`config.mk`:
```
export PLATFORM = sky130hd
export DESIGN_NAME = decode_ctrl_pipe
export DESIGN_NICKNAME = d
export VERILOG_FILES = /design/src/rtl/decode_ctrl_pipe.sv
export SDC_FILE = /design/constraint.sdc
export NUM_CORES = 1
export LEC_CHECK = 0
export CAP_MARGIN = 10
export CORE_ASPECT_RATIO = 1.75
export CORE_MARGIN = 2
export CORE_UTILIZATION = 46
export CTS_BUF_LIST = sky130_fd_sc_hd__clkbuf_8 sky130_fd_sc_hd__clkbuf_16
export CTS_CLUSTER_SIZE = 40
export DETAILED_ROUTE_END_ITERATION = 16
export PLACE_DENSITY = 0.84
export SLEW_MARGIN = 20
export SYNTH_ARGS = -nofsm -noshare
export SYNTH_HDL_FRONTEND = slang
export SYNTH_SLANG_ARGS = --single-unit
```
`constraint.sdc`:
```
create_clock -name clk -period 4.8 [get_ports clk]
set_input_delay 0.48 -clock clk [delete_from_list [all_inputs] [get_ports clk]]
set_output_delay 0.48 -clock clk [all_outputs]
set_load 0.005 [all_outputs]
```
`src/rtl/decode_ctrl_pipe.sv`:
```
// rtl/decode_ctrl_pipe.sv - registered RV32 decode controller with valid/ready, flush, halt FSM and illegal counter
module decode_ctrl_pipe #(
    parameter logic ENABLE_MEXT     = 1'b0,
    parameter logic HALT_ON_INVALID = 1'b0,
    parameter int   CNT_W           = 8
) (
    input  logic             clk,
    input  logic             rst_n,
    input  logic             in_valid,
    output logic             in_ready,
    input  logic [6:0]       opcode,
    input  logic [2:0]       func3,
    input  logic [6:0]       func7,
    input  logic             flush,
    input  logic             cnt_clr,
    output logic             out_valid,
    input  logic             out_ready,
    output logic             ex_alu_src,
    output logic             mem_write,
    output logic             mem_read,
    output logic             wb_reg_file,
    output logic             invalid_inst,
    output logic             is_muldiv,
    output logic [2:0]       mem_load_type,
    output logic [1:0]       mem_store_type,
    output logic             halted,
    output logic [CNT_W-1:0] inv_count
);

    localparam logic [6:0] OP_R      = 7'b0110011;
    localparam logic [6:0] OP_I      = 7'b0010011;
    localparam logic [6:0] OP_LOAD   = 7'b0000011;
    localparam logic [6:0] OP_JALR   = 7'b1100111;
    localparam logic [6:0] OP_BRANCH = 7'b1100011;
    localparam logic [6:0] OP_STORE  = 7'b0100011;
    localparam logic [6:0] OP_JAL    = 7'b1101111;
    localparam logic [6:0] OP_AUIPC  = 7'b0010111;
    localparam logic [6:0] OP_LUI    = 7'b0110111;

    localparam logic [CNT_W-1:0] CNT_MAX = '1;

    typedef enum logic {RUN, HALT} state_t;

    state_t     state, state_next;
    logic       accept;
    logic       d_alu_src, d_mem_write, d_mem_read, d_wb, d_invalid, d_muldiv;
    logic [2:0] d_load_type;
    logic [1:0] d_store_type;

    assign in_ready = (state == RUN) && !flush && (!out_valid || out_ready);
    assign accept   = in_valid && in_ready;
    assign halted   = (state == HALT);

    // Decode the instruction fields; invalid encodings leave every control at its inactive value
    always_comb begin
        d_alu_src    = 1'b0;
        d_mem_write  = 1'b0;
        d_mem_read   = 1'b0;
        d_wb         = 1'b0;
        d_invalid    = 1'b0;
        d_muldiv     = 1'b0;
        d_load_type  = 3'b111;
        d_store_type = 2'b11;
        case (opcode)
            OP_R: begin
                if (func7 == 7'b0000000 || func7 == 7'b0100000) begin
                    d_wb = 1'b1;
                end else if (ENABLE_MEXT && func7 == 7'b0000001) begin
                    d_wb     = 1'b1;
                    d_muldiv = 1'b1;
                end else begin
                    d_invalid = 1'b1;
                end
            end
            OP_I, OP_JALR, OP_AUIPC, OP_LUI: begin
                d_alu_src = 1'b1;
                d_wb      = 1'b1;
            end
            OP_LOAD: begin
                d_alu_src  = 1'b1;
                d_wb       = 1'b1;
                d_mem_read = 1'b1;
                case (func3)
                    3'b000:  d_load_type = 3'b000;
                    3'b001:  d_load_type = 3'b001;
                    3'b010:  d_load_type = 3'b010;
                    3'b100:  d_load_type = 3'b011;
                    3'b101:  d_load_type = 3'b100;
                    default: d_load_type = 3'b111;
                endcase
            end
            OP_STORE: begin
                d_alu_src   = 1'b1;
                d_mem_write = 1'b1;
                case (func3)
                    3'b000:  d_store_type = 2'b00;
                    3'b001:  d_store_type = 2'b01;
                    3'b010:  d_store_type = 2'b10;
                    default: d_store_type = 2'b11;
                endcase
            end
            OP_JAL:    d_wb = 1'b1;
            OP_BRANCH: d_wb = 1'b0;
            default:   d_invalid = 1'b1;
        endcase
    end

    // Valid flag: flush kills, accept loads, pop without accept empties
    always_ff @(posedge clk or negedge rst_n) begin
        if (!rst_n) begin
            out_valid <= 1'b0;
        end else if (flush) begin
            out_valid <= 1'b0;
        end else if (accept) begin
            out_valid <= 1'b1;
        end else if (out_ready) begin
            out_valid <= 1'b0;
        end
    end

    // Control bundle loads only on accept and otherwise holds its last value
    always_ff @(posedge clk or negedge rst_n) begin
        if (!rst_n) begin
            ex_alu_src     <= 1'b0;
            mem_write      <= 1'b0;
            mem_read       <= 1'b0;
            wb_reg_file    <= 1'b0;
            invalid_inst   <= 1'b0;
            is_muldiv      <= 1'b0;
            mem_load_type  <= 3'b111;
            mem_store_type <= 2'b11;
        end else if (accept) begin
            ex_alu_src     <= d_alu_src;
            mem_write      <= d_mem_write;
            mem_read       <= d_mem_read;
            wb_reg_file    <= d_wb;
            invalid_inst   <= d_invalid;
            is_muldiv      <= d_muldiv;
            mem_load_type  <= d_load_type;
            mem_store_type <= d_store_type;
        end
    end

    // Saturating illegal-instruction counter; clear wins over a coincident increment
    always_ff @(posedge clk or negedge rst_n) begin
        if (!rst_n) begin
            inv_count <= '0;
        end else if (cnt_clr) begin
            inv_count <= '0;
        end else if (accept && d_invalid && inv_count != CNT_MAX) begin
            inv_count <= inv_count + 1'b1;
        end
    end

    // FSM state register
    always_ff @(posedge clk or negedge rst_n) begin
        if (!rst_n) begin
            state <= RUN;
        end else begin
            state <= state_next;
        end
    end

    // FSM next state: halt on an accepted invalid instruction, only flush resumes
    always_comb begin
        state_next = state;
        case (state)
            RUN:     if (accept && d_invalid && HALT_ON_INVALID) state_next = HALT;
            HALT:    if (flush) state_next = RUN;
            default: state_next = RUN;
        endcase
    end

endmodule
```
==> run_results.csv <==
group,metric,value,unit
cts,ctsResizeCount,0,
worst_setup_path,r2r_setup_slack,2.70,ns
worst_setup_path,crit_type,"primary input to flop",
outcome,outcome,"completed",
sta,tightest_slew,0.890,ns
worst_setup_path,critical_path_required,4.97,ns
sta,finalSetupViolCount,0,
global_route,grt_util_all_layers,19.7,%
worst_setup_path,critPathCaptureType,"flop",
global_route,antenna_found_initial,0,
power,power_density,248,nW/um^2
routing,vias,1084,
synthesis,synth_area,1150,sq um
synthesis,synth_top_family_by_area,"simple AND/OR/NAND/NOR gates",
floorplan,die-area,2940,sq um
cts,clk_latency,0.26,ns
final_layout,fin_nets,183,
place,postPlaceCellArea,1570,sq um
synthesis,syn_inst,116,
floorplan,die_w,41.9,um
synthesis,synth_fa_ha_area_share,1.95,%
synthesis,syn_nets,140,
routing,antenna_left,0,
cts,cts_buffers,3,
final_layout,final_cell_area,1640,sq um
floorplan,num_rows,24,
sta,finalSetupTns,0,ns
worst_setup_path,regToRegStartpoint,"halted",
cts,clockBufferDepth,2,
sta,finalCriticalPeriod,2.37,ns
worst_setup_path,critPathLaunchType,"primary input",
sta,relSlewSlack,40.5,%
synthesis,synthArstFlopShare,100,%
min_path,min_path_type,"flop to flop",
floorplan,core_area,2430,sq um
sta,report.final.slew_viol_count,0,
cts,cts_tree,"yes",
cts,postCtsHoldBufs,0,
place,portBuffers,42,
run,cap_violations,0,
synthesis,seq_area_frac_synth,43.9,%
place,dpl.hpwl,2070,um
cts,cts_setup_buffers,0,
routing,drc,0,
cts,clkSinkCount,20,
floorplan,ios,45,
worst_setup_path,setup.worst_path.end,"inv_count[5]",
final_layout,antenna_cells,0,
global_route,grt_max_degree,21,
worst_setup_path,crit_start,"flush",
final_layout,drive_gt1_share,13.3,%
synthesis,synth_edf_count,0,
sta,fin_crit_sh,49.4,%
synthesis,ys_seq_elements,20,
worst_setup_path,critPathMaxFanout,11,
final_layout,fillers,191,
global_route,grt-ovfl-total,0,
floorplan,die_y,70.3,um
routing,wl_per_cell,14.6,um
sta,fmax,421,MHz
synthesis,dominantRegCellSynth,"dfrtp_1",
synthesis,synth-compound-area-share,17.7,%
synthesis,synth-simple-area-share,28.4,%
sta,hold_viol,0,
final_layout,synthToLayoutAreaGrowth,41.9,%
global_route,grt_pass1_vias,1085,
routing,viasPerCell,5.89,
synthesis,ys_types,49,
routing,first_iter_violations,20,
power,leakagePower,0.657,nW
floorplan,initial_core_util,47.5,%
sta,rsz0062_at_grt,"no",
worst_setup_path,cp.arrival,2.55,ns
cts,h-tree-depth,1,
place,place_congestion,0.882,
synthesis,synth-xor-area-share,1.52,%
cts,cts_root_buffer,"clkbuf_8",
routing,drt-total-wl,2690,um
synthesis,avgSynthCellArea,9.96,sq um
sta,clock_skew,0.00453,ns
synthesis,synth_mux_area_share,2.82,%
synthesis,ys_warn_count,0,
routing,firstDrtPassIters,6,
worst_setup_path,r2r-end,"inv_count[5]",
cts,clk_pin_slew,0.07,ns
power,peakVddDrop,0.000278,V
worst_setup_path,r2r_cells,6,
global_route,grt_pass1_wl,4630,um
==> placed cells by master, fill, tap and decap left out, types with 2 or more instances in the layout <==
cell             count
clkdlybuf4s50_1     42
dfrtp_1             15
nand2_1             13
nor2_1              12
nor2b_1              6
a21oi_1              6
nand3_1              5
dfstp_2              5
o32a_1               3
nand4_1              3
o21ai_0              3
clkbuf_8             3
and4b_1              2
or4_1                2
nor3_1               2
mux2_1               2
o22a_1               2
==> sequential cells by signal, indices dropped and copies added (netlist names) <==
name,flops
ex_alu_src,1
halted,1
inv_count,8
invalid_inst,1
mem_load_type,3
mem_read,1
mem_store_type,2
mem_write,1
out_valid,1
wb_reg_file,1
==> critical path, stage by stage <==
cell and delay (ns):
clkdlybuf4s50_1 0.44, nor2_1 0.13, and3_2 0.34, o2111ai_2 0.20, o21a_2 0.29, or4_1 0.50, a21oi_1 0.18
==> routing by layer <==
metal / vias up / GRT usage [%] / wire, um
met5: - / 0 / 0
met4: 0 / 6.45 / 31
met3: 4 / 3.88 / 136
met2: 38 / 35.9 / 1470
met1: 529 / 22.2 / 1050
li1: 513 / - / -
==> cell type report <==
cell class / count / area (sq um) / area share (%)
repair buffers: 42 / 420 / 25.6
flip-flops and latches: 20 / 507 / 30.9
clock buffers: 3 / 41.3 / 2.52
multi-input cells: 92 / 608 / 37.1
clock inverters: 1 / 30.0 / 1.83
well taps: 26 / 32.5 / 1.98
==> power by group <==
group,total (W),internal (W),switching (W)
clock,0.000166,0.000111,0.0000544
sequential,0.000177,0.000174,0.00000353
combinational,0.0000640,0.0000366,0.0000274
total,0.000407,0.000322,0.0000853
==> per-stage QoR <==
stage | setup WS (ns) | instances | power, W | hold slack (ns) | util [%]
after global placement | 2.24 | 180 | 0.000242 | 0.462 | 64.5
after global routing | 2.31 | 184 | 0.000425 | 0.515 | 67.4
after CTS | 2.41 | 184 | 0.000411 | 0.488 | 67.4
final | 2.43 | 184 | 0.000407 | 0.484 | 67.4
after floorplan | 2.72 | 116 | 0.000207 | 0.184 | -
after detailed placement | 2.18 | 180 | 0.000245 | 0.466 | 64.5
==> how the worst min path moves through the flow <==
stage,from,endpoint,slack [ns],depth (start not counted)
finish,mem_write,mem_write,0.48,2
global route,mem_write,mem_write,0.52,2
CTS,wb_reg_file,wb_reg_file,0.49,2
detailed placement,wb_reg_file,wb_reg_file,0.47,2
global placement,wb_reg_file,wb_reg_file,0.46,2
floorplan,rst_n,ex_alu_src,0.18,0
==> logic make-up (layout without fill, tap and decap cells) <==
family | Yosys count | after routing
and+or+nand+nor | 58 | 58
AOI/OAI and AO/OA | 26 | 26
DFF | 20 | 20
buffers and inverters | 4 | 46
muxes | 3 | 3
adders and majority gates | 2 | 2
xor gates and xnor gates | 2 | 2
other | 1 | 1
==> synth_stat cells (all sizes together), types with 3 or more instances <==
cell / number / area [sq um]
nand3: 6 / 35.0
a21oi: 6 / 30.0
nand2: 13 / 48.8
dfrtp: 15 / 375
and4b: 3 / 33.8
o21ai: 4 / 20.0
nor2b: 7 / 46.3
nor2: 12 / 45.0
nand4: 3 / 18.8
o32a: 3 / 30.0
dfstp: 5 / 131
buf: 3 / 26.3
No activity file was read; power rests on OpenSTA's default activity.
